==> config.mk <==
export PLATFORM = sky130hd
export DESIGN_NAME = nibble_serial_adder
export DESIGN_NICKNAME = d
export VERILOG_FILES = /design/src/rtl/nibble_serial_adder.sv
export SDC_FILE = /design/constraint.sdc
export NUM_CORES = 1
export LEC_CHECK = 0
export ABC_AREA = 1
export BUFFER_PORTS_ARGS = -buffer_cell sky130_fd_sc_hd__buf_2
export CORE_MARGIN = 3
export CORE_UTILIZATION = 40
export DETAILED_ROUTE_END_ITERATION = 12
export HOLD_SLACK_MARGIN = 0.03
export PLACE_DENSITY = 0.66
export SYNTH_ARGS = -nofsm -noshare
export SYNTH_HDL_FRONTEND = slang
export SYNTH_SLANG_ARGS = --single-unit
==> constraint.sdc <==
create_clock -name clk -period 2.8 [get_ports clk]
set_input_delay 0.56 -clock clk [delete_from_list [all_inputs] [get_ports clk]]
set_output_delay 0.56 -clock clk [all_outputs]
set_load 0.03 [all_outputs]
==> src/rtl/nibble_serial_adder.sv <==
// ---------------------------------------------------------------------------
// nibble_serial_adder
//   Multi-cycle WIDTH-bit adder/subtractor. Operands are latched once, then
//   streamed LSB nibble first through a single 4-bit carry-lookahead stage,
//   one nibble per clock. The nibble carry-out is registered and fed back as
//   the carry-in of the next nibble. Uses far less logic than a full-width
//   CLA tree, at the cost of WIDTH/4 cycles of latency.
//
// Ports
//   clk        in   1      clock, all state changes on posedge
//   rst        in   1      synchronous, active-high reset
//   in_valid   in   1      operand request valid
//   in_ready   out  1      request can be accepted (IDLE and not in reset)
//   in_a       in   WIDTH  operand A
//   in_b       in   WIDTH  operand B
//   in_sub     in   1      1: A-B, 0: A+B+in_cin
//   in_cin     in   1      carry-in for add, ignored for subtract
//   out_valid  out  1      result valid (DONE)
//   out_ready  in   1      consumer accepts the result
//   out_sum    out  WIDTH  result
//   out_cout   out  1      carry out of the MSB (subtract: 1 = no borrow)
//   out_ovf    out  1      signed two's-complement overflow
//   out_zero   out  1      out_sum == 0
//
// WIDTH must be a multiple of 4 and at least 4.
// ---------------------------------------------------------------------------

// 4-bit carry-lookahead adder slice.
module cla_4bit (
    input  logic [3:0] a,
    input  logic [3:0] b,
    input  logic       c0,
    output logic [3:0] s,
    output logic       c4
);
    logic [3:0] p;
    logic [3:0] g;
    logic [4:0] c;

    assign p = a ^ b;
    assign g = a & b;

    assign c[0] = c0;
    assign c[1] = g[0] | (p[0] & c0);
    assign c[2] = g[1] | (p[1] & g[0]) | (p[1] & p[0] & c0);
    assign c[3] = g[2] | (p[2] & g[1]) | (p[2] & p[1] & g[0])
                | (p[2] & p[1] & p[0] & c0);
    assign c[4] = g[3] | (p[3] & g[2]) | (p[3] & p[2] & g[1])
                | (p[3] & p[2] & p[1] & g[0])
                | (p[3] & p[2] & p[1] & p[0] & c0);

    assign s  = p ^ c[3:0];
    assign c4 = c[4];
endmodule

module nibble_serial_adder #(
    parameter int WIDTH = 16
) (
    input  logic             clk,
    input  logic             rst,
    input  logic             in_valid,
    output logic             in_ready,
    input  logic [WIDTH-1:0] in_a,
    input  logic [WIDTH-1:0] in_b,
    input  logic             in_sub,
    input  logic             in_cin,
    output logic             out_valid,
    input  logic             out_ready,
    output logic [WIDTH-1:0] out_sum,
    output logic             out_cout,
    output logic             out_ovf,
    output logic             out_zero
);
    localparam int NIB = WIDTH / 4;
    localparam int KW  = (NIB > 1) ? $clog2(NIB) : 1;
    localparam logic [KW-1:0] K_LAST = KW'(NIB - 1);

    typedef enum logic [1:0] {
        IDLE = 2'd0,
        RUN  = 2'd1,
        DONE = 2'd2
    } state_t;

    state_t           state_q;
    state_t           state_d;
    logic [KW-1:0]    k_q;
    logic             carry_q;
    logic [WIDTH-1:0] a_q;
    logic [WIDTH-1:0] bx_q;
    logic [WIDTH-1:0] sum_q;
    logic             ovf_q;

    logic             accept;
    logic             last_nib;
    logic [3:0]       nib_a;
    logic [3:0]       nib_b;
    logic [3:0]       nib_s;
    logic             nib_c4;

    assign accept   = in_valid & in_ready;
    assign last_nib = (k_q == K_LAST);

    // Nibble k occupies bits [4k+3:4k]; {k,2'b00} is 4k.
    assign nib_a = a_q[{k_q, 2'b00} +: 4];
    assign nib_b = bx_q[{k_q, 2'b00} +: 4];

    cla_4bit u_cla (
        .a  (nib_a),
        .b  (nib_b),
        .c0 (carry_q),
        .s  (nib_s),
        .c4 (nib_c4)
    );

    // State register
    always_ff @(posedge clk) begin
        if (rst) begin
            state_q <= IDLE;
        end else begin
            state_q <= state_d;
        end
    end

    // Next-state logic; stray encodings fall back to IDLE.
    always_comb begin
        state_d = state_q;
        case (state_q)
            IDLE:    if (accept)    state_d = RUN;
            RUN:     if (last_nib)  state_d = DONE;
            DONE:    if (out_ready) state_d = IDLE;
            default:                state_d = IDLE;
        endcase
    end

    // Handshake outputs. in_ready is masked by rst so nothing is accepted
    // on the reset edge.
    always_comb begin
        in_ready  = (state_q == IDLE) && !rst;
        out_valid = (state_q == DONE);
    end

    // Operand latch: only written on acceptance, so the operands cannot be
    // disturbed while RUN/DONE.
    always_ff @(posedge clk) begin
        if (accept) begin
            a_q  <= in_a;
            bx_q <= in_sub ? ~in_b : in_b;
        end
    end

    // Nibble sequencer and result registers
    always_ff @(posedge clk) begin
        if (rst) begin
            k_q     <= '0;
            carry_q <= 1'b0;
            sum_q   <= '0;
            ovf_q   <= 1'b0;
        end else begin
            case (state_q)
                IDLE: begin
                    if (accept) begin
                        // Subtract is A + ~B + 1, so the forced carry-in
                        // supplies the +1.
                        carry_q <= in_sub | in_cin;
                        k_q     <= '0;
                        sum_q   <= '0;
                    end
                end
                RUN: begin
                    sum_q[{k_q, 2'b00} +: 4] <= nib_s;
                    carry_q                  <= nib_c4;
                    if (last_nib) begin
                        // Overflow: operands of equal sign giving a result
                        // of the opposite sign.
                        ovf_q <= (a_q[WIDTH-1] == bx_q[WIDTH-1]) &
                                 (nib_s[3] != a_q[WIDTH-1]);
                    end else begin
                        k_q <= k_q + 1'b1;
                    end
                end
                default: ;
            endcase
        end
    end

    // Result outputs; only meaningful while out_valid is high.
    assign out_sum  = sum_q;
    assign out_cout = carry_q;
    assign out_ovf  = ovf_q;
    assign out_zero = (sum_q == '0);
endmodule

==> results.toml, run 1 <==
[power]
power_frac_comb_pct = 21.5
p_leak_uw = 0.00130
power_density_nw_per_um2 = 590
p_clk_share_pct = 28.8
p_sw_uw = 522
p_int_uw = 1290
peakVddDrop_mv = 0.306
seq_power_share_pct = 49.8
p_sw_share_pct = 28.8

[floorplanning]
initial_core_util_pct = 42.3
row_count = 28
ios = 59
die_area_um2 = 7450
die_w_um = 86.3
core_um2 = 6100
die_y_um = 86.3

[timing]
fmax_mhz = 434
rsz0062_at_grt = "false"
period_minus_slack_ns = 2.30
tightest_slew_ns = 0.435
slew_headroom_pct = 71.0
min_period_over_period_pct = 82.3
setup_ws_ns = 0.495
setup_viol = 0
slew_viol_final = 0
clock_skew_ns = 0.00463
setup_tns_ns = 0
finalHoldViolCount = 0

[detailed_routing]
finalWirelength_mm = 5.20
dr_total_vias = 1956
via_per_inst = 4.90
drcViolationCount = 0
dr.pass1.iters = 4
drt.antenna.violating_nets = 0
wl_per_cell_um = 13.0
drt-initial-drc-count = 133

[synth]
syn_nets = 310
synth_most_common_cell = "nand2_1"
synth.top_cells.by_count = "nand2_1 (38), edfxtp_1 (32), nor2_1 (25), dfxtp_1 (22), inv_1 (20)"
syn_area_um2 = 2580
ys_ff_latch = 54
seq_area_frac_synth_pct = 54.3
synth-main-ff-cell = "edfxtp_1"
synth_area_leader_cell = "edfxtp_1"
synth.distinct_cells = 33
yosysWarningCount = 0
yosys.area.top_type_share_pct = 37.2
synth-edff-count = 32
synth_area_leaders = "edfxtp_1 (37%), dfxtp_1 (17%), xor2_1 (5.8%), nand2_1 (5.5%), ha_1 (4.4%)"
async_flop_share_pct = 0
syn_avg_cell_area_um2 = 9.85
postSynthCellCount = 262

[placement]
io_buffers = 58
postPlaceCellArea_um2 = 2960
gp_congestion = 0.866
place_hpwl_mm = 3.94
dp_slack_ns = 0.540
dpl.cell_count = 391

[job]
drv_cap = 0

[global_route]
overflow = 0
grt_start_max_net_pins = 33
grt_pass1_vias = 1944
grt_pass1_wl_mm = 8.89
antenna_found_initial = 0
grtUsageTotal_pct = 15.2

[finish]
fillers = 604
areaGrowthSynthToFinish_pct = 18.8
fin_nets = 371
n_antenna_cell = 0
final_area_um2 = 3070
final_core_utilization_pct = 50.3
stdcell_count = 399
drive_above_1_share_pct = 26.2

[clocking]
cts_buffers = 5
cts_hold_buf = 0
cts_tree = "yes"
cts_setup_buffers = 0
ctsResizeCount = 0
cts_buffer_depth = 2
cts.sinks = 54
htree_num_levels = 2
path_clk_slew_ns = 0.09
insertion_delay_ns = 0.31
cts_root_buf = "clkbuf_8"

[critical_path]
critPathMaxFanout = 19
critPathKind = "flip-flop to flip-flop"
cp-start-kind = "flip-flop"
crit_required_ns = 3.05
rrSetupSlack_ns = 0.50
cp-end-kind = "flip-flop"
cp_data_arrival_time_ns = 2.55

[min_path]
hp-class = "input pin to flip-flop"

[outcome]
status = "finished, final reports clean"
[cells by family (layout without fill, tap and decap cells)]
group                      count (synthesis)  in the layout  synth area share [%]
and+or+nand+nor                          100            100                  19.1
xor gates and xnor gates                  18             18                  6.11
DFF                                       54             54                  54.3
buffers and inverters                     30             92                  4.60
adders and majority gates                 10             10                  5.14
AOI/OAI and AO/OA                         50             50                  10.8
[layout make-up]
cell class / instances / area (µm²) / area share (%)
clock buffer: 6 / 72.6 / 2.37
clock inverter: 2 / 37.5 / 1.22
inverter: 23 / 86.3 / 2.82
multi-input combinational: 178 / 1060 / 34.6
sequential: 54 / 1400 / 45.7
tap: 75 / 93.8 / 3.06
timing repair buffer: 61 / 313 / 10.2
[final timing paths]
kind | cells past startpoint | end | from
max | 10 | out_sum[6] | k_q[0]
min reg2reg | 2 | out_sum[15] | out_sum[15]
min | 1 | a_q[13] | in_a[13]
max reg2reg | 10 | out_sum[6] | k_q[0]
[per-layer routing]
metal | routed length, µm | vias to the layer above | track usage, % | share of wire (%)
li1 | - | 1004 | - | -
met1 | 2370 | 878 | 20.4 | 46
met2 | 2430 | 66 | 23.9 | 47
met3 | 314 | 8 | 3.80 | 6.0
met4 | 82 | 0 | 5.67 | 1.6
met5 | 0 | - | 0 | 0
[power by group through the flow]
stage | Combinational (µW) | Sequential [µW] | Clock (µW)
after floorplan | 270 | 929 | 0
after global placement | 378 | 918 | 0
after detailed placement | 388 | 920 | 0
after CTS | 389 | 902 | 527
after global routing | 439 | 905 | 567
final | 388 | 901 | 521
[through the flow]
| stage | hold WS, ns | power [µW] |
|---|---|---|
| finish | 0.417 | 1810 |
| global route | 0.391 | 1910 |
| detailed placement | 0.476 | 1310 |
| global placement | 0.459 | 1300 |
| CTS | 0.409 | 1820 |
| floorplan | 0.575 | 1200 |
[critical path, cell delays in order, from the launching register on]
cell and delay (ns):
dfxtp_1 0.47, buf_4 0.30, o21ai_0 0.12, o22ai_1 0.32, ha_1 0.32, nand3_1 0.09
nand3_1 0.08, xor2_1 0.17, nor2_1 0.17, nand3_1 0.09, a21oi_1 0.12
[sequential cells by signal, indices dropped and copies added, names as in the netlist]
register / cells
a_q: 16
bx_q: 16
k_q: 2
out_cout: 1
out_ovf: 1
out_sum: 16
state_q: 2
[cell usage in the layout, fill, tap and decap left out]
cell,instances
o211ai_1,1
nand4_1,1
o21ai_0,16
a21oi_1,18
or2_1,1
buf_2,58
inv_1,20
fa_1,1
nor2_2,2
xnor2_1,1
bufinv_16,1
nor4_1,4
nor3_4,1
clkbuf_8,5
nand2_1,38
or2_0,2
nand2_4,3
o22ai_1,8
clkbuf_1,1
nand3_1,13
clkinvlp_4,1
o21ai_1,2
o21ai_2,3
edfxtp_1,32
xor2_1,17
nand2_2,3
ha_1,9
nor2_4,3
o21a_1,2
clkinv_1,1
nand2b_1,1
dfxtp_1,22
buf_4,3
and3b_1,1
nor2_1,25
nor3_1,2
inv_2,2
(Power assumes the default switching activity.)
==> inputs of run 2 (changes only) <==
==> constraint.sdc (replaced) <==
create_clock -name clk -period 2.2 [get_ports clk]
set_input_delay 0.44 -clock clk [delete_from_list [all_inputs] [get_ports clk]]
set_output_delay 0.44 -clock clk [all_outputs]
set_load 0.03 [all_outputs]
==> run 2 against run 1 <==
Net effect:
- maximum frequency rose by 14%
- critical path depth rose by 3
- total power rose by 22%
- global-route usage fell by 0.87 points
- non-clock buffer count rose by 6
- clock skew rose by 0.0072 ns
- clock power rose by 3%
==> results.toml, run 2 (synthesized netlist as in run 1, its figures left out) <==
[global_route]
overflow = 0
grt_pass1_wl_mm = 8.35
grt_pass1_vias = 1848
grtUsageTotal_pct = 14.3
antenna_found_initial = 0
grt_start_max_net_pins = 33

[timing]
slew_headroom_pct = 71.5
tightest_slew_ns = 0.427
holdWs_ns = 0.299
setup_ws_ns = 0.184
clock_skew_ns = 0.0118
finalHoldViolCount = 0
min_period_over_period_pct = 91.6
period_minus_slack_ns = 2.02
setup_viol = 0
slew_viol_final = 0
fmax_mhz = 496
setup_tns_ns = 0

[floorplanning]
die_w_um = 86.3
die_y_um = 86.3
initial_core_util_pct = 42.3
core_um2 = 6100
row_count = 28
ios = 59
die_area_um2 = 7450

[outcome]
status = "finished, final reports clean"

[clocking]
htree_num_levels = 2
cts.sinks = 54
path_clk_slew_ns = 0.10
cts_buffer_depth = 2
insertion_delay_ns = 0.31
cts_root_buf = "clkbuf_8"
cts_tree = "yes"
cts_buffers = 5

[placement]
gp_congestion = 0.851
dp_slack_ns = 0.0590
io_buffers = 58
place_hpwl_mm = 3.93

[finish]
n_antenna_cell = 0
drive_above_1_share_pct = 29.1
areaGrowthSynthToFinish_pct = 20.9
final_common_cell = "buf_2"
fin_nets = 377
final_cell_mix = "buf_2 (58), nand2_1 (38), edfxtp_1 (32)"

[power]
peakVddDrop_mv = 0.365
p_leak_uw = 0.00133
p_total_uw = 2210
power_density_nw_per_um2 = 709

[critical_path]
critPathKind = "flip-flop to flip-flop"
cp-end-kind = "flip-flop"
critPathMaxFanout = 10
cp_data_arrival_time_ns = 2.26
cp-start-kind = "flip-flop"
crit_required_ns = 2.45

[job]
drv_cap = 0

[detailed_routing]
wl_per_cell_um = 12.7
drcViolationCount = 0
via_per_inst = 4.88
drt.antenna.violating_nets = 0
dr.pass1.iters = 4
dr_total_vias = 1976
drt-initial-drc-count = 113
finalWirelength_mm = 5.15

[min_path]
hp-class = "input pin to flip-flop"
[run 2: power by group]
| part | internal (µW) | switching, µW |
|---|---|---|
| clock | 219 | 316 |
| combinational | 203 | 328 |
| sequential | 1120 | 24.1 |
[run 2: per-stage QoR]
step	utilization, %	cells	instance area [µm²]
after CTS	50.2	402	3060
after global placement	48.9	394	2980
final	51.2	405	3120
after floorplan	-	262	2580
after detailed placement	48.9	394	2980
after global routing	51.2	405	3120
[run 2: cell type report]
class / instances / area (µm²)
clock inverter: 3 / 16.3
inverter: 23 / 88.8
clock buffer: 5 / 68.8
sequential: 54 / 1410
tap: 75 / 93.8
timing repair buffer: 67 / 365
multi-input combinational: 178 / 1080
fill: 573 / 2980
[run 2: worst paths after layout]
path | from | end | slack [ns] | cells after the start
max reg2reg | k_q[0] | out_sum[7] | 0.18 | 13
max | k_q[0] | out_sum[7] | 0.18 | 13
min | in_a[9] | a_q[9] | 0.30 | 1
min reg2reg | out_sum[1] | out_sum[1] | 0.47 | 2
[run 2: repair_timing]
action	4_1_cts	5_1_grt
resized for setup	0	13
endpoints found under the hold margin	0	0
hold buffers	0	0
buffers inserted	0	3
endpoints found under the setup margin	0	13
[run 2: worst max-delay path, stage by stage (launching register included)]
cell and delay (ns):
dfxtp_2 0.35, buf_4 0.17, o21ai_0 0.17, o22ai_1 0.10
ha_1 0.34, nand2_1 0.08, nand2_1 0.06, nor2_2 0.12
nand2_1 0.05, nand2_1 0.08, nand2_2 0.08, nor2_4 0.13
nand3_1 0.09, a21oi_1 0.13
[run 2: layer usage]
layer	wire length [µm]	global-route usage (%)	vias up
met1	2420	18.9	890
met3	302	3.61	8
met5	0	0	-
li1	-	-	1021
met2	2330	22.2	57
met4	104	6.52	0
==> inputs of run 3 (changes only) <==
--- a/config.mk
+++ b/config.mk
@@ -7,7 +7,7 @@
 export LEC_CHECK = 0
 export ABC_AREA = 1
 export BUFFER_PORTS_ARGS = -buffer_cell sky130_fd_sc_hd__buf_2
-export CORE_MARGIN = 3
+export CORE_MARGIN = 2
 export CORE_UTILIZATION = 40
 export DETAILED_ROUTE_END_ITERATION = 12
 export HOLD_SLACK_MARGIN = 0.03
==> run 3 against run 2 <==
Net effect:
- worst hold slack got worse by 0.0032 ns
- combinational power about the same
- critical path depth decreased by 3
- die area fell by 4.6%
- setup slack lost 0.086 ns
- clock skew hardly changed
- design area grew 0.96%
- via count rose by 1.0%
- flip-flop and latch count is the same
- critical path type unchanged
- critical endpoint is now out_sum[6]
- largest cell class unchanged
- largest power group unchanged
==> results.toml, run 3 (synthesized netlist as in run 1, its figures left out) <==
[timing]
min_period_over_period_pct = 95.5
period_minus_slack_ns = 2.10
setup_viol = 0
fmax_mhz = 476
slew_viol_final = 0
clock_skew_ns = 0.0115
slew_headroom_pct = 70.6
finalHoldViolCount = 0
tightest_slew_ns = 0.442

[floorplanning]
row_count = 29
die_w_um = 84.3
die_area_um2 = 7110
core_um2 = 6280
ios = 59
initial_core_util_pct = 41.1
die_y_um = 84.3

[critical_path]
crit_required_ns = 2.45
cp-end-kind = "flip-flop"
path_cells = "inv_2, o21ai_0, o22ai_2, ha_1, nand3_1, nand3_1, xor2_1, nor2_1, nand3_1, a21oi_1"
critPathMaxFanout = 13
worst_path_largest_cell_delay_ns = 0.38
cp.depth = 10
cp_data_arrival_time_ns = 2.35
cp-start-kind = "flip-flop"
critPathKind = "flip-flop to flip-flop"
worst-path-buf-inv = 1
critPathTopFamily = "compound AO/OA/AOI/OAI gates"
rrSetupSlack_ns = 0.1
reg2reg_depth = 10
cp_common_cell = "nand3_1"
slowest_stage = "dfxtp_4"

[detailed_routing]
dr_total_vias = 1996
finalWirelength_mm = 5.24
drt-initial-drc-count = 104
drcViolationCount = 0
wl_per_cell_um = 12.9
via_per_inst = 4.92
drt.antenna.violating_nets = 0
dr.pass1.iters = 4

[clocking]
cts_buffer_depth = 2
cts_root_buf = "clkbuf_8"
cts_buffers = 5
path_clk_slew_ns = 0.11
htree_num_levels = 2
cts.sinks = 54
cts_tree = "yes"
insertion_delay_ns = 0.31

[placement]
dpl.cell_count = 396
gp_congestion = 0.873
io_buffers = 58
place_hpwl_mm = 4.01

[outcome]
status = "finished, final reports clean"

[finish]
fillers = 576
final_cell_mix = "buf_2 (58), nand2_1 (38), edfxtp_1 (32)"
final_core_utilization_pct = 50.2
multi_input_area_um2 = 1090
fin_nets = 376
final_common_cell = "buf_2"
seq_area_um2 = 1410
stdcell_count = 406
areaGrowthSynthToFinish_pct = 22.1
drive_above_1_share_pct = 30.1
n_antenna_cell = 0

[power]
p_leak_uw = 0.00135
power_density_nw_per_um2 = 752
peakVddDrop_mv = 0.374

[global_route]
antenna_found_initial = 0
overflow = 0
grt_pass1_wl_mm = 8.87
grtUsageTotal_pct = 15.5
grt_pass1_vias = 1923
grt_start_max_net_pins = 33

[min_path]
hold-path-cell-count = 1
hp-class = "input pin to flip-flop"

[job]
drv_cap = 0
-- run 3: cell count changes in the layout (fill, tap and decap cells not counted), sizes merged --
cell,change
bufinv,+1
buf,-1
clkinv,-3
inv,+2
-- run 3: path summary, 6_finish.rpt --
check             start          to
max              k_q[0]  out_sum[6]
min             in_a[5]      a_q[5]
max reg2reg      k_q[0]  out_sum[6]
min reg2reg  out_sum[5]  out_sum[5]
-- run 3: final cells by class --
type,count,share of cell area (%)
clock buffer,5,2.18
clock inverter,3,1.51
inverter,23,2.74
multi-input combinational,178,34.7
sequential,54,44.6
tap,77,3.06
timing repair buffer,66,11.2
-- run 3: per-stage QoR --
step | TNS [ns] | hold slack [ns] | setup slack [ns] | total power, µW | instance area (µm²)
finish | 0 | 0.296 | 0.0981 | 2370 | 3150
global route | -0.309 | 0.280 | -0.0771 | 2500 | 3150
CTS | 0 | 0.286 | 0.0578 | 2360 | 3100
detailed placement | 0 | 0.471 | 0.0924 | 1670 | 2980
global placement | 0 | 0.461 | 0.124 | 1660 | 2980
floorplan | 0 | 0.539 | 0.103 | 1530 | 2580
-- run 3: where the power goes --
part / switching, µW / internal [µW]
Sequential: 25.0 / 1120
Clock: 342 / 347
Combinational: 333 / 200
Total: 700 / 1670
-- run 3: what timing repair did --
| action | CTS | global route |
|---|---|---|
| gates resized for setup | 0 | 19 |
| hold buffers | 0 | 0 |
| setup buffers | 0 | 2 |
| setup endpoints to repair | 0 | 14 |
-- run 3: per-layer routing --
metal  GRT usage (%)  up-vias  routed length [µm]
met5               0        -                   0
met4            6.20        0                 114
met3            4.23       12                 346
met2            24.7       73                2460
met1            20.1      891                2320
li1                -     1020                   -
